==> src/rtl/cpu_bus_arbiter.sv <==
`default_nettype none
// ============================================================================
// Module   : cpu_bus_arbiter
// Purpose  : Round-robin arbiter sharing one external memory bus between the
//            CPU path (m0) and a secondary master (m1), with a ready timeout.
// Revision : 1.0
// ============================================================================
module cpu_bus_arbiter #(
    parameter int ADDR_W  = 8,
    parameter int DATA_W  = 8,
    parameter int TIMEOUT = 15
) (
    input  logic              clk,
    input  logic              reset,

    input  logic              m0_req,
    input  logic              m0_we,
    input  logic [ADDR_W-1:0] m0_addr,
    input  logic [DATA_W-1:0] m0_wdata,
    output logic [DATA_W-1:0] m0_rdata,
    output logic              m0_done,
    output logic              m0_err,

    input  logic              m1_req,
    input  logic              m1_we,
    input  logic [ADDR_W-1:0] m1_addr,
    input  logic [DATA_W-1:0] m1_wdata,
    output logic [DATA_W-1:0] m1_rdata,
    output logic              m1_done,
    output logic              m1_err,

    output logic              mem_en,
    output logic              mem_we,
    output logic [ADDR_W-1:0] mem_addr,
    output logic [DATA_W-1:0] mem_wdata,
    input  logic [DATA_W-1:0] mem_rdata,
    input  logic              mem_ready,

    output logic              owner,
    output logic              busy
);

    localparam int                 c_CNT_W    = $clog2(TIMEOUT + 1);
    localparam logic [c_CNT_W-1:0] c_CNT_LAST = c_CNT_W'(TIMEOUT - 1);

    localparam logic [1:0] S_IDLE   = 2'd0;
    localparam logic [1:0] S_ACCESS = 2'd1;
    localparam logic [1:0] S_FINISH = 2'd2;

    logic [1:0]         r_state;
    logic [1:0]         w_next;

    logic               r_owner;
    logic               r_last_owner;
    logic               r_we;
    logic [ADDR_W-1:0]  r_addr;
    logic [DATA_W-1:0]  r_wdata;
    logic [c_CNT_W-1:0] r_cnt;
    logic               r_err;
    logic [DATA_W-1:0]  r_m0_rdata;
    logic [DATA_W-1:0]  r_m1_rdata;

    logic               w_req_any;
    logic               w_grant_sel;
    logic               w_cnt_last;

    // On a tie the master that did not own the bus last time wins.
    assign w_req_any   = m0_req | m1_req;
    assign w_grant_sel = (m0_req & m1_req) ? ~r_last_owner : m1_req;
    assign w_cnt_last  = (r_cnt == c_CNT_LAST);

    // ------------------------------------------------------------------
    // State register
    // ------------------------------------------------------------------
    always_ff @(posedge clk) begin
        if (!reset) begin
            r_state <= S_IDLE;
        end else begin
            r_state <= w_next;
        end
    end

    // ------------------------------------------------------------------
    // Next-state logic
    // ------------------------------------------------------------------
    always_comb begin
        w_next = r_state;
        case (r_state)
            S_IDLE: begin
                if (w_req_any) begin
                    w_next = S_ACCESS;
                end
            end
            S_ACCESS: begin
                if (mem_ready || w_cnt_last) begin
                    w_next = S_FINISH;
                end
            end
            S_FINISH: begin
                w_next = S_IDLE;
            end
            default: begin
                w_next = S_IDLE;
            end
        endcase
    end

    // ------------------------------------------------------------------
    // Transaction datapath: latched request, timeout counter, read data
    // ------------------------------------------------------------------
    always_ff @(posedge clk) begin
        if (!reset) begin
            r_owner      <= 1'b1;
            r_last_owner <= 1'b1;
            r_we         <= 1'b0;
            r_addr       <= '0;
            r_wdata      <= '0;
            r_cnt        <= '0;
            r_err        <= 1'b0;
            r_m0_rdata   <= '0;
            r_m1_rdata   <= '0;
        end else begin
            case (r_state)
                S_IDLE: begin
                    if (w_req_any) begin
                        r_owner <= w_grant_sel;
                        r_we    <= w_grant_sel ? m1_we    : m0_we;
                        r_addr  <= w_grant_sel ? m1_addr  : m0_addr;
                        r_wdata <= w_grant_sel ? m1_wdata : m0_wdata;
                        r_cnt   <= '0;
                        r_err   <= 1'b0;
                    end
                end
                S_ACCESS: begin
                    // A ready on the last allowed cycle still counts as success.
                    if (mem_ready) begin
                        r_err <= 1'b0;
                        if (!r_we) begin
                            if (r_owner) begin
                                r_m1_rdata <= mem_rdata;
                            end else begin
                                r_m0_rdata <= mem_rdata;
                            end
                        end
                    end else if (w_cnt_last) begin
                        r_err <= 1'b1;
                    end else begin
                        r_cnt <= r_cnt + c_CNT_W'(1);
                    end
                end
                S_FINISH: begin
                    r_last_owner <= r_owner;
                end
                default: begin
                    r_err <= 1'b0;
                end
            endcase
        end
    end

    // ------------------------------------------------------------------
    // Output decode (registered state only, no path from m*_req)
    // ------------------------------------------------------------------
    always_comb begin
        mem_en    = 1'b0;
        mem_we    = 1'b0;
        mem_addr  = r_addr;
        mem_wdata = r_wdata;
        m0_done   = 1'b0;
        m0_err    = 1'b0;
        m1_done   = 1'b0;
        m1_err    = 1'b0;
        m0_rdata  = r_m0_rdata;
        m1_rdata  = r_m1_rdata;
        owner     = r_owner;
        busy      = (r_state != S_IDLE);
        case (r_state)
            S_ACCESS: begin
                mem_en = 1'b1;
                mem_we = r_we;
            end
            S_FINISH: begin
                m0_done = ~r_owner;
                m0_err  = ~r_owner & r_err;
                m1_done = r_owner;
                m1_err  = r_owner & r_err;
            end
            default: begin
                mem_en = 1'b0;
            end
        endcase
    end

endmodule
`default_nettype wire

==> config.mk <==
export PLATFORM = sky130hd
export DESIGN_NAME = cpu_bus_arbiter
export DESIGN_NICKNAME = d
export VERILOG_FILES = /design/src/rtl/cpu_bus_arbiter.sv
export SDC_FILE = /design/constraint.sdc
export NUM_CORES = 1
export LEC_CHECK = 0
export ABC_AREA = 1
export BUFFER_PORTS_ARGS = -buffer_cell sky130_fd_sc_hd__buf_4
export CAP_MARGIN = 20
export CORE_UTILIZATION = 49
export CTS_BUF_LIST = sky130_fd_sc_hd__clkbuf_8
export CTS_CLUSTER_DIAMETER = 50
export DETAILED_ROUTE_END_ITERATION = 8
export PLACE_DENSITY = 0.91
export SETUP_SLACK_MARGIN = 0.05
export SYNTH_ARGS = -nofsm -noshare
export SYNTH_HDL_FRONTEND = slang
export SYNTH_SLANG_ARGS = --single-unit
==> constraint.sdc <==
create_clock -name clk -period 1.4 [get_ports clk]
set_input_delay 0.14 -clock clk [delete_from_list [all_inputs] [get_ports clk]]
set_output_delay 0.14 -clock clk [all_outputs]
set_load 0.02 [all_outputs]
==> summary.md, run 1 <==
| Metric | Value |
|---|---|
| Outcome | `finished, final reports clean` |
| Place WS | `-4.83 ps` |
| Hold Crit Depth | `3` |
| EDFF count, synth | `0` |
| Max-cap violations | `0` |
| Worst R2R Setup Slack | `120 ps` |
| #FFs+latches synth | `42` |
| Worst r2r dst | `m0_rdata[3]$_SDFFE_PN0P_` |
| Finished Layout Cells | `417` |
| NumNets Final | `418` |
| Hold EP | `m0_rdata[2]$_SDFFE_PN0P_` |
| Critical Path Start Type | `flip-flop` |
| Synth unique cells | `26` |
| Post-synthesis sequential area ratio | `0.416` |
| Clock-pin slew on the worst setup and hold paths | `80 ps` |
| Number of diodes | `0` |
| Worst-Margin Slew | `211 ps` |
| Syn Area/Cell | `7.17 µm²` |
| Fillers | `295` |
| Clk_lat worst skew | `290 ps` |
| Cells after synthesis | `282` |
| Final GP Congestion | `0.847` |
| Synth warn | `0` |
| Num ports | `87` |
| Area share of the largest cell type after synthesis | `0.416` |
| Power Density | `1060 nW/µm²` |
| Avg WL per Cell | `11.7 µm` |
| CTS Hold Bufs | `0` |
| GRT Util Overall | `0.236` |
| Count leader, synth | `nor2_1` |
| Die Ht | `66.2 µm` |
| Die area | `4390 µm²` |
| WL final | `4.90 mm` |
| Finished Cell Area | `2840 µm²` |
| R2r startpoint | `r_state[1]$_SDFFE_PN0P_` |
| Synth area leader | `dfxtp_1` |
| Peak Freq | `723 MHz` |
| Post-route setup slack | `16.6 ps` |
| Min Tclk post-route | `1380 ps` |
| Ys flop type | `dfxtp_1` |
| Clk sinks | `42` |
| Net count after synthesis | `331` |
| Root buffer cell | `clkbuf_8` |
| P_leak | `0.00140 µW` |
| Hold Fails Final Rpt | `0` |
| Dpl hpwl | `3.52 mm` |
| Share of cells above drive strength 1 | `0.390` |
| Via density per instance | `4.87` |
| R2R depth | `7` |
| Largest net degree at the start of global routing | `36` |
| Multi-input logic area | `927 µm²` |
| Core Area | `3800 µm²` |
| H-tree Lvls | `2` |
| Final setup skew | `4.06 ps` |
| IO buf count | `86` |
| WP data required | `1260 ps` |
| Hold wc startpoint | `mem_rdata[2]` |
| Post-route DRC | `0` |
| RSZ-0062 raised after global routing | `true` |
| Grt total ovfl | `0` |
| Class of the worst hold path | `in2reg` |
| FF/Latch Area | `853 µm²` |
| Routed Antenna Nets | `0` |
| Area grow syn2layout | `40.2%` |
| Peak VDD IR | `0.000615 V` |
| Die Width | `66.2 µm` |
| Final period util | `0.988` |
| Synth top cells by count | `nor2_1, dfxtp_1, inv_1, nand2_1, o21ai_1` |
| Max Root-Sink Buffers | `2` |
| Rel. slew slack | `0.858` |
| CP Class | `reg2out` |
| WP data arrival | `1240 ps` |
| First drt pass iteration count | `4` |
| DRT iter0 DRCs | `111` |
| First-pass GRT wire length | `7.90 mm` |
| Max Slew Vio Count | `0` |
| Initial core utilization | `0.532` |
| CTS tree | `done` |
| Initial antenna violation count | `0` |
| Cell Area, Placed | `2690 µm²` |
| Setup TNS | `0 ps` |
| Async set or reset register ratio after synthesis | `0` |
| CP Max Fanout | `4` |
| Vias in the first global route | `1773` |
| Dominant cells by area after synthesis | `dfxtp_1, o21ai_1, nor2_1` |
| Setup violators final | `0` |
| DR vias | `2029` |
| Num CTS Buffers | `5` |
| Post-synth design cell area | `2020 µm²` |
| Row count | `22` |
| Worst Setup End Kind | `output port` |
| Placed cells | `408` |
[power breakdown]
part | total, µW | switching [µW] | internal, µW
Sequential | 1380 | 80.0 | 1300
Clock | 741 | 406 | 335
Combinational | 873 | 501 | 372
Total | 3000 | 986 | 2010
[per-stage QoR]
stage	total power (µW)	util	hold slack (ps)
detailed placement	2250	0.709	394
global route	3140	0.746	108
CTS	2980	0.735	98.0
global placement	2230	0.709	390
finish	3000	0.746	99.1
floorplan	1930	-	287
[critical path, stage by stage, from the launching register on]
cell     delay (ps)
dfxtp_4         380
inv_4            40
nor2_4           90
inv_2            60
nor2_4          110
inv_2            50
nor2_2          110
buf_6           120
[area by class of cell]
cell class              instances  share of cell area
clock inverters                 2             0.00353
multi-input cells             177               0.327
flip-flops and latches         42               0.301
repair buffers                 90               0.244
well taps                      48              0.0212
clock buffers                   5              0.0243
inverters                      53              0.0790
[repair_timing]
item                       CTS  global route
setup endpoints to repair   11             7
gates resized for setup      6            12
buffers inserted             1             1
pin swaps                    0             4
[cells in the final DEF (no fill, tap or decap), types with 4 or more instances in the layout]
cell | Yosys | layout
a21oi_1 | 21 | 21
buf_4 | 1 | 88
clkbuf_8 | 0 | 5
dfxtp_1 | 42 | 38
inv_1 | 36 | 34
inv_2 | 14 | 15
nand2_1 | 36 | 36
nand3_1 | 5 | 5
nor2_1 | 48 | 44
nor2_4 | 2 | 4
o21ai_0 | 6 | 6
o21ai_1 | 36 | 36
o21ai_2 | 10 | 10
[per-layer routing]
layer,wire length (µm),vias up,GRT usage
met1,2070,907,0.282
li1,-,1045,-
met3,357,5,0.0690
met5,0,-,0
met2,2420,72,0.406
met4,52,0,0.0718
[how the worst max path moves through the flow]
stage                            start                        end  cells past startpoint
2_1_floorplan  r_state[1]$_SDFFE_PN0P_                     m1_err                      6
3_3_place_gp   r_state[1]$_SDFFE_PN0P_  mem_wdata[5]$_SDFFE_PN0P_                      6
3_5_place_dp   r_state[1]$_SDFFE_PN0P_  mem_wdata[5]$_SDFFE_PN0P_                      6
4_1_cts        r_state[1]$_SDFFE_PN0P_                     m1_err                      7
5_1_grt        r_state[1]$_SDFFE_PN0P_                     m1_err                      7
6_report       r_state[1]$_SDFFE_PN0P_                     m1_err                      7
[state kept, by name, summed over array words and instances (netlist names)]
name and count:
m0_rdata 8, r_state 2, r_we 1, r_last_owner 1, r_err 1, mem_wdata 8, r_cnt 4, mem_addr 8
owner 1, m1_rdata 8
[logic make-up after synthesis]
| family | share of synthesized area |
|---|---|
| DFF | 0.416 |
| and+or+nand+nor | 0.226 |
| adders and majority gates | 0.0124 |
| xor gates and xnor gates | 0.00433 |
| buffers and inverters | 0.138 |
| AOI/OAI and AO/OA | 0.204 |
No activity file was read; power rests on OpenSTA's default activity.
==> run 2: changes to the inputs <==
--- a/config.mk
+++ b/config.mk
@@ -8,6 +8,7 @@
 export ABC_AREA = 1
 export BUFFER_PORTS_ARGS = -buffer_cell sky130_fd_sc_hd__buf_4
 export CAP_MARGIN = 20
+export CORE_MARGIN = 4
 export CORE_UTILIZATION = 49
 export CTS_BUF_LIST = sky130_fd_sc_hd__clkbuf_8
 export CTS_CLUSTER_DIAMETER = 50
==> run 2 against run 1 <==
Against the previous run:
- clock skew is 11 ps higher
- global-route usage fell by 4.3 points
- hold slack worse by 10 ps
- final cell count rose by 1.4%
- maximum frequency grew 0.82%
- total power grew 1.0%
- register-to-register slack better by 50 ps
- via count down 0.49%
- die area is 19% higher
- clock power up 4.2%
- non-clock buffer count grew 3
- design area grew 0.88%
==> summary.md, run 2 (synthesis results as in run 1) <==
| Metric | Value |
|---|---|
| First-pass GRT wire length | `8.18 mm (was 7.90 mm)` |
| Row count | `23 (was 22)` |
| Highest-count cells in the layout ignoring fill and taps | `buf_4, nor2_1, dfxtp_1 (unchanged)` |
| CP peak stage delay | `380 ps (about the same)` |
| Max-cap violations | `0 (unchanged)` |
| Setup crit start | `r_state[1]$_SDFFE_PN0P_ (unchanged)` |
| Post-route setup slack | `27.8 ps (was 16.6 ps)` |
| WL final | `5.03 mm (was 4.90 mm)` |
| Grt total ovfl | `0 (unchanged)` |
| H-tree Lvls | `2 (unchanged)` |
| Initial antenna violation count | `0 (unchanged)` |
| Finished Cell Area | `2860 µm² (was 2840 µm²)` |
| Clk_lat worst skew | `300 ps (was 290 ps)` |
| Final GP Congestion | `0.793 (was 0.847)` |
| Share of cells above drive strength 1 | `0.397 (was 0.390)` |
| P_leak | `0.00141 µW (was 0.00140 µW)` |
| CP Cell Sequence | `inv_4 -> nor2_4 -> inv_2 -> nor2_4 -> inv_2 -> nor2_4 -> buf_6 (was inv_4 -> nor2_4 -> inv_2 -> nor2_4 -> inv_2 -> nor2_2 -> buf_6)` |
| Worst r2r dst | `r_cnt[3]$_SDFFE_PN0P_ (was m0_rdata[3]$_SDFFE_PN0P_)` |
| Slowest CP cell | `dfxtp_4 (unchanged)` |
| Die area | `5220 µm² (was 4390 µm²)` |
| RSZ-0062 raised after global routing | `true (unchanged)` |
| Num ports | `87 (unchanged)` |
| Dpl hpwl | `3.78 mm (was 3.52 mm)` |
| R2R depth | `8 (was 7)` |
| First drt pass iteration count | `4 (unchanged)` |
| Worst R2R Setup Slack | `170 ps (was 120 ps)` |
| Vias in the first global route | `2001 (was 1773)` |
| Root buffer cell | `clkbuf_8 (unchanged)` |
| Min Tclk post-route | `1370 ps (was 1380 ps)` |
| Critical Path Most Common Cell | `nor2_4` |
| Avg WL per Cell | `11.9 µm (was 11.7 µm)` |
| DRT iter0 DRCs | `70 (was 111)` |
| Crit path depth | `7 (unchanged)` |
| Cell Area, Placed | `2700 µm² (was 2690 µm²)` |
| NumNets Final | `421 (was 418)` |
| Hold wc startpoint | `mem_rdata[3] (was mem_rdata[2])` |
| CP Max Fanout | `4 (unchanged)` |
| CP Class | `reg2out (unchanged)` |
| Hold Crit Depth | `3 (unchanged)` |
| Final setup skew | `15.4 ps (was 4.06 ps)` |
| IO buf count | `86 (unchanged)` |
| Worst Setup End Kind | `output port (unchanged)` |
| Place WS | `41.7 ps (was -4.83 ps)` |
| Class of the worst hold path | `in2reg (unchanged)` |
| Power Density | `1060 nW/µm² (about the same)` |
| Outcome | `finished, final reports clean (unchanged)` |
| GRT Util Overall | `0.193 (was 0.236)` |
| WP data required | `1260 ps (about the same)` |
| Routed Antenna Nets | `0 (unchanged)` |
| Critical Path Start Type | `flip-flop (unchanged)` |
| Hold Fails Final Rpt | `0 (unchanged)` |
| Core Area | `4000 µm² (was 3800 µm²)` |
| Rel. slew slack | `0.858 (about the same)` |
| Delay-heaviest family, CP | `flip-flops (unchanged)` |
| Number of diodes | `0 (unchanged)` |
| Final period util | `0.980 (was 0.988)` |
| Area grow syn2layout | `41.5% (was 40.2%)` |
| Setup violators final | `0 (unchanged)` |
| Clk sinks | `42 (unchanged)` |
| Max Slew Vio Count | `0 (unchanged)` |
| Max Root-Sink Buffers | `2 (unchanged)` |
| Clock-pin slew on the worst setup and hold paths | `90 ps (was 80 ps)` |
| Die Ht | `72.2 µm (was 66.2 µm)` |
| Largest net degree at the start of global routing | `36 (unchanged)` |
| Via density per instance | `4.77 (was 4.87)` |
| DR vias | `2019 (was 2029)` |
| Num CTS Buffers | `5 (unchanged)` |
| Peak Freq | `729 MHz (was 723 MHz)` |
| Hold EP | `m0_rdata[3]$_SDFFE_PN0P_ (was m0_rdata[2]$_SDFFE_PN0P_)` |
| CP bufs+invs | `4 (unchanged)` |
| Die Width | `72.2 µm (was 66.2 µm)` |
| Peak VDD IR | `0.000684 V (was 0.000615 V)` |
| Post-route DRC | `0 (unchanged)` |
| WP data arrival | `1230 ps (was 1240 ps)` |
| Initial core utilization | `0.505 (was 0.532)` |
| R2r startpoint | `r_cnt[0]$_SDFFE_PN0P_ (was r_state[1]$_SDFFE_PN0P_)` |
| Most common cell after layout, fill and taps aside | `buf_4 (unchanged)` |
| CTS Hold Bufs | `0 (unchanged)` |
| Worst-Margin Slew | `212 ps (was 211 ps)` |
| CTS tree | `done (unchanged)` |
-- run 2: changes by cell type in the layout (fill, tap and decap cells not counted), sizes merged --
cell    previous run  this run
buf               90        93
inv               50        52
clkinv             5         4
-- run 2: how the worst max path moves through the flow --
stage	to	slack, ps
after floorplan	m1_err	120
after CTS	m1_err	-20
after global routing	m1_err	-40
after global placement	mem_wdata[6]$_SDFFE_PN0P_	100
after detailed placement	mem_addr[0]$_SDFFE_PN0P_	40
final	m1_err	30
-- run 2: per-layer routing --
layer  vias to the layer above  track usage  part of all wire
met4                         0       0.0898             0.018
met1                       885        0.218              0.40
met2                        67        0.326              0.50
li1                       1055            -                 -
met5                         -            0                 0
met3                        12       0.0637             0.090
-- run 2: repair_timing --
action                     in CTS  in global routing
resized for setup               8                  8
setup endpoints to repair       6                 22
setup buffers                   2                  3
pin swaps                       1                  2
-- run 2: where the power goes --
part | internal (µW) | switching, µW | total (µW)
logic | 375 | 498 | 872
clock network | 351 | 421 | 772
registers | 1300 | 80.0 | 1380
total | 2030 | 999 | 3030
-- run 2: layout make-up --
type / count / area, µm²
clock inverter: 3 / 18.8
inverter: 53 / 219
fill: 352 / 1140
timing repair buffer: 93 / 718
sequential: 42 / 848
clock buffer: 5 / 68.8
multi-input combinational: 177 / 925
tap: 50 / 62.6
-- run 2: tightest hold or removal path, delay by kind of cell --
kind            cells  cell delay (ps)
buf+inv             1               80
simple gates        1               70
compound gates      1               60
-- run 2: per-stage QoR --
stage	std cells	total power [µW]	setup TNS, ps	utilization	hold WS [ps]
after floorplan	282	1930	0	-	287
after global placement	410	2230	0	0.674	390
after detailed placement	410	2250	0	0.674	398
after CTS	420	3040	-18.3	0.704	81.4
after global routing	423	3200	-107	0.715	94.1
final	423	3030	0	0.715	88.9
==> run 3: changes to the inputs <==
--- a/config.mk
+++ b/config.mk
@@ -13,8 +13,9 @@
 export CTS_BUF_LIST = sky130_fd_sc_hd__clkbuf_8
 export CTS_CLUSTER_DIAMETER = 50
 export DETAILED_ROUTE_END_ITERATION = 8
-export PLACE_DENSITY = 0.91
+export PLACE_DENSITY = 0.82
 export SETUP_SLACK_MARGIN = 0.05
 export SYNTH_ARGS = -nofsm -noshare
 export SYNTH_HDL_FRONTEND = slang
 export SYNTH_SLANG_ARGS = --single-unit
+export TNS_END_PERCENT = 5
==> run 3 against run 2 <==
Against the previous run:
- first-iteration DRC count up 57%
- global-route usage rose by 1.1 points
- non-clock buffer count is 4 lower
- core utilization decreased by 0.78 points
- die area did not move
- count of clock-buffer cells in the layout did not move
- final cell count down 0.95%
- critical path depth is the same
- largest power group unchanged
==> summary.md, run 3 (synthesis results as in run 1) <==
| Metric | Value |
|---|---|
| CP Class | `reg2out (unchanged)` |
| Via density per instance | `4.78 (was 4.77)` |
| Max Root-Sink Buffers | `2 (unchanged)` |
| Most common cell after layout, fill and taps aside | `buf_4 (unchanged)` |
| Highest-count cells in the layout ignoring fill and taps | `buf_4, nor2_1, dfxtp_1 (unchanged)` |
| Worst setup endpoint | `m1_err (unchanged)` |
| Worst Setup End Kind | `output port (unchanged)` |
| Initial core utilization | `0.505 (unchanged)` |
| Initial antenna violation count | `0 (unchanged)` |
| RSZ-0062 raised after global routing | `true (unchanged)` |
| First drt pass iteration count | `4 (unchanged)` |
| WL final | `5.05 mm (was 5.03 mm)` |
| GRT Util Overall | `0.204 (was 0.193)` |
| Power Density | `1060 nW/µm² (about the same)` |
| Min Tclk post-route | `1360 ps (was 1370 ps)` |
| Max Slew Vio Count | `0 (unchanged)` |
| Fillers | `348 (was 352)` |
| Peak VDD IR | `0.000814 V (was 0.000684 V)` |
| Max-cap violations | `0 (unchanged)` |
| Die Ht | `72.2 µm (unchanged)` |
| NumNets Final | `417 (was 421)` |
| Worst R2R Setup Slack | `180 ps (was 170 ps)` |
| Post-CTS setup buffers | `0 (was 2)` |
| Final setup skew | `8.92 ps (was 15.4 ps)` |
| Num CTS Buffers | `5 (unchanged)` |
| Slowest CP cell | `dfxtp_4 (unchanged)` |
| Final period util | `0.974 (was 0.980)` |
| First-pass GRT wire length | `8.49 mm (was 8.18 mm)` |
| IO buf count | `86 (unchanged)` |
| Grt total ovfl | `0 (unchanged)` |
| Worst-Margin Slew | `327 ps (was 212 ps)` |
| Row count | `23 (unchanged)` |
| Core Area | `4000 µm² (unchanged)` |
| Dpl hpwl | `3.88 mm (was 3.78 mm)` |
| Critical Path Start Type | `flip-flop (unchanged)` |
| Root buffer cell | `clkbuf_8 (unchanged)` |
| Vias in the first global route | `1985 (was 2001)` |
| Fin util | `0.707 (was 0.715)` |
| Tot Pwr | `3010 µW (was 3030 µW)` |
| H-tree Lvls | `2 (unchanged)` |
| Setup crit start | `r_state[1]$_SDFFE_PN0P_ (unchanged)` |
| Largest net degree at the start of global routing | `37 (was 36)` |
| Area grow syn2layout | `39.9% (was 41.5%)` |
| Routed Antenna Nets | `0 (unchanged)` |
| Clk sinks | `42 (unchanged)` |
| P_leak | `0.00139 µW (was 0.00141 µW)` |
| Outcome | `finished, final reports clean (unchanged)` |
| Avg WL per Cell | `12.0 µm (was 11.9 µm)` |
| R2R depth | `6 (was 8)` |
| Clk_lat worst skew | `290 ps (was 300 ps)` |
| Crit path depth | `7 (unchanged)` |
| WP data required | `1260 ps (about the same)` |
| WP data arrival | `1220 ps (was 1230 ps)` |
| Number of diodes | `0 (unchanged)` |
| Worst r2r dst | `m1_rdata[2]$_SDFFE_PN0P_ (was r_cnt[3]$_SDFFE_PN0P_)` |
| Final GP Congestion | `0.821 (was 0.793)` |
| Peak Freq | `733 MHz (was 729 MHz)` |
| DR vias | `2004 (was 2019)` |
| CTS tree | `done (unchanged)` |
| Die Width | `72.2 µm (unchanged)` |
| Share of cells above drive strength 1 | `0.388 (was 0.397)` |
| R2r startpoint | `r_state[1]$_SDFFE_PN0P_ (was r_cnt[0]$_SDFFE_PN0P_)` |
| Num ports | `87 (unchanged)` |
| CTS Hold Bufs | `0 (unchanged)` |
| CP peak stage delay | `390 ps (was 380 ps)` |
| Hold Fails Final Rpt | `0 (unchanged)` |
| Clock-pin slew on the worst setup and hold paths | `80 ps (was 90 ps)` |
| Class of the worst hold path | `in2reg (unchanged)` |
| CP Cell Sequence | `inv_2 -> nor2_4 -> inv_2 -> nor2_4 -> inv_2 -> nor2_4 -> buf_6 (was inv_4 -> nor2_4 -> inv_2 -> nor2_4 -> inv_2 -> nor2_4 -> buf_6)` |
| Post-route DRC | `0 (unchanged)` |
| Setup violators final | `0 (unchanged)` |
| CP bufs+invs | `4 (unchanged)` |
| Die area | `5220 µm² (unchanged)` |
| Rel. slew slack | `0.782 (was 0.858)` |
| CP Max Fanout | `4 (unchanged)` |
| Delay-heaviest family, CP | `flip-flops (unchanged)` |
| DRT iter0 DRCs | `110 (was 70)` |
[run 3: worst min-delay path: stages]
cell     delay (ps)
buf_4            90
o21ai_1          60
nor2_1           70
[run 3: repair_timing]
action	4_1_cts	5_1_grt
pin swaps	0	0
endpoints found under the hold margin	0	0
gates resized for setup	9	6
endpoints found under the setup margin	12	14
[run 3: layer usage]
metal / up-vias / GRT usage / wire [µm]
li1: 1052 / - / -
met1: 897 / 0.237 / 2130
met2: 49 / 0.359 / 2530
met3: 6 / 0.0596 / 330
met4: 0 / 0.0626 / 59
met5: - / 0 / 0
[run 3: area by class of cell]
| type | instances | area (µm²) | area share |
|---|---|---|---|
| clock buffers | 5 | 68.8 | 0.0243 |
| clock inverters | 3 | 21.3 | 0.00752 |
| inverters | 53 | 221 | 0.0783 |
| multi-input cells | 177 | 932 | 0.330 |
| flip-flops and latches | 42 | 851 | 0.301 |
| well taps | 50 | 62.6 | 0.0221 |
| repair buffers | 89 | 672 | 0.238 |
[run 3: worst min-delay path by stage]
stage                  from                        to  slack (ps)  depth (start not counted)
5_1_grt        mem_rdata[2]  m0_rdata[2]$_SDFFE_PN0P_          90                          3
3_3_place_gp   mem_rdata[0]  m0_rdata[0]$_SDFFE_PN0P_         390                          3
3_5_place_dp   mem_rdata[0]  m0_rdata[0]$_SDFFE_PN0P_         390                          3
4_1_cts        mem_rdata[3]  m0_rdata[3]$_SDFFE_PN0P_          80                          3
6_report       mem_rdata[3]  m0_rdata[3]$_SDFFE_PN0P_          90                          3
2_1_floorplan    m1_addr[0]  mem_addr[0]$_SDFFE_PN0P_         290                          2
[run 3: through the flow]
step                      hold slack (ps)  cell area (µm²)  setup slack, ps  cells  TNS (ps)
after floorplan                       287             2030              115    282         0
after global placement                386             2700             93.5    411         0
after detailed placement              394             2700            -1.57    411     -1.57
after CTS                            81.5             2810             16.5    419         0
after global routing                 88.0             2830            -45.0    419     -88.7
final                                86.0             2830             36.6    419         0
[run 3: report_power, final]
| part | switching, µW | total, µW | internal (µW) |
|---|---|---|---|
| Clock | 420 | 770 | 350 |
| Combinational | 495 | 856 | 361 |
| Sequential | 81.1 | 1390 | 1300 |
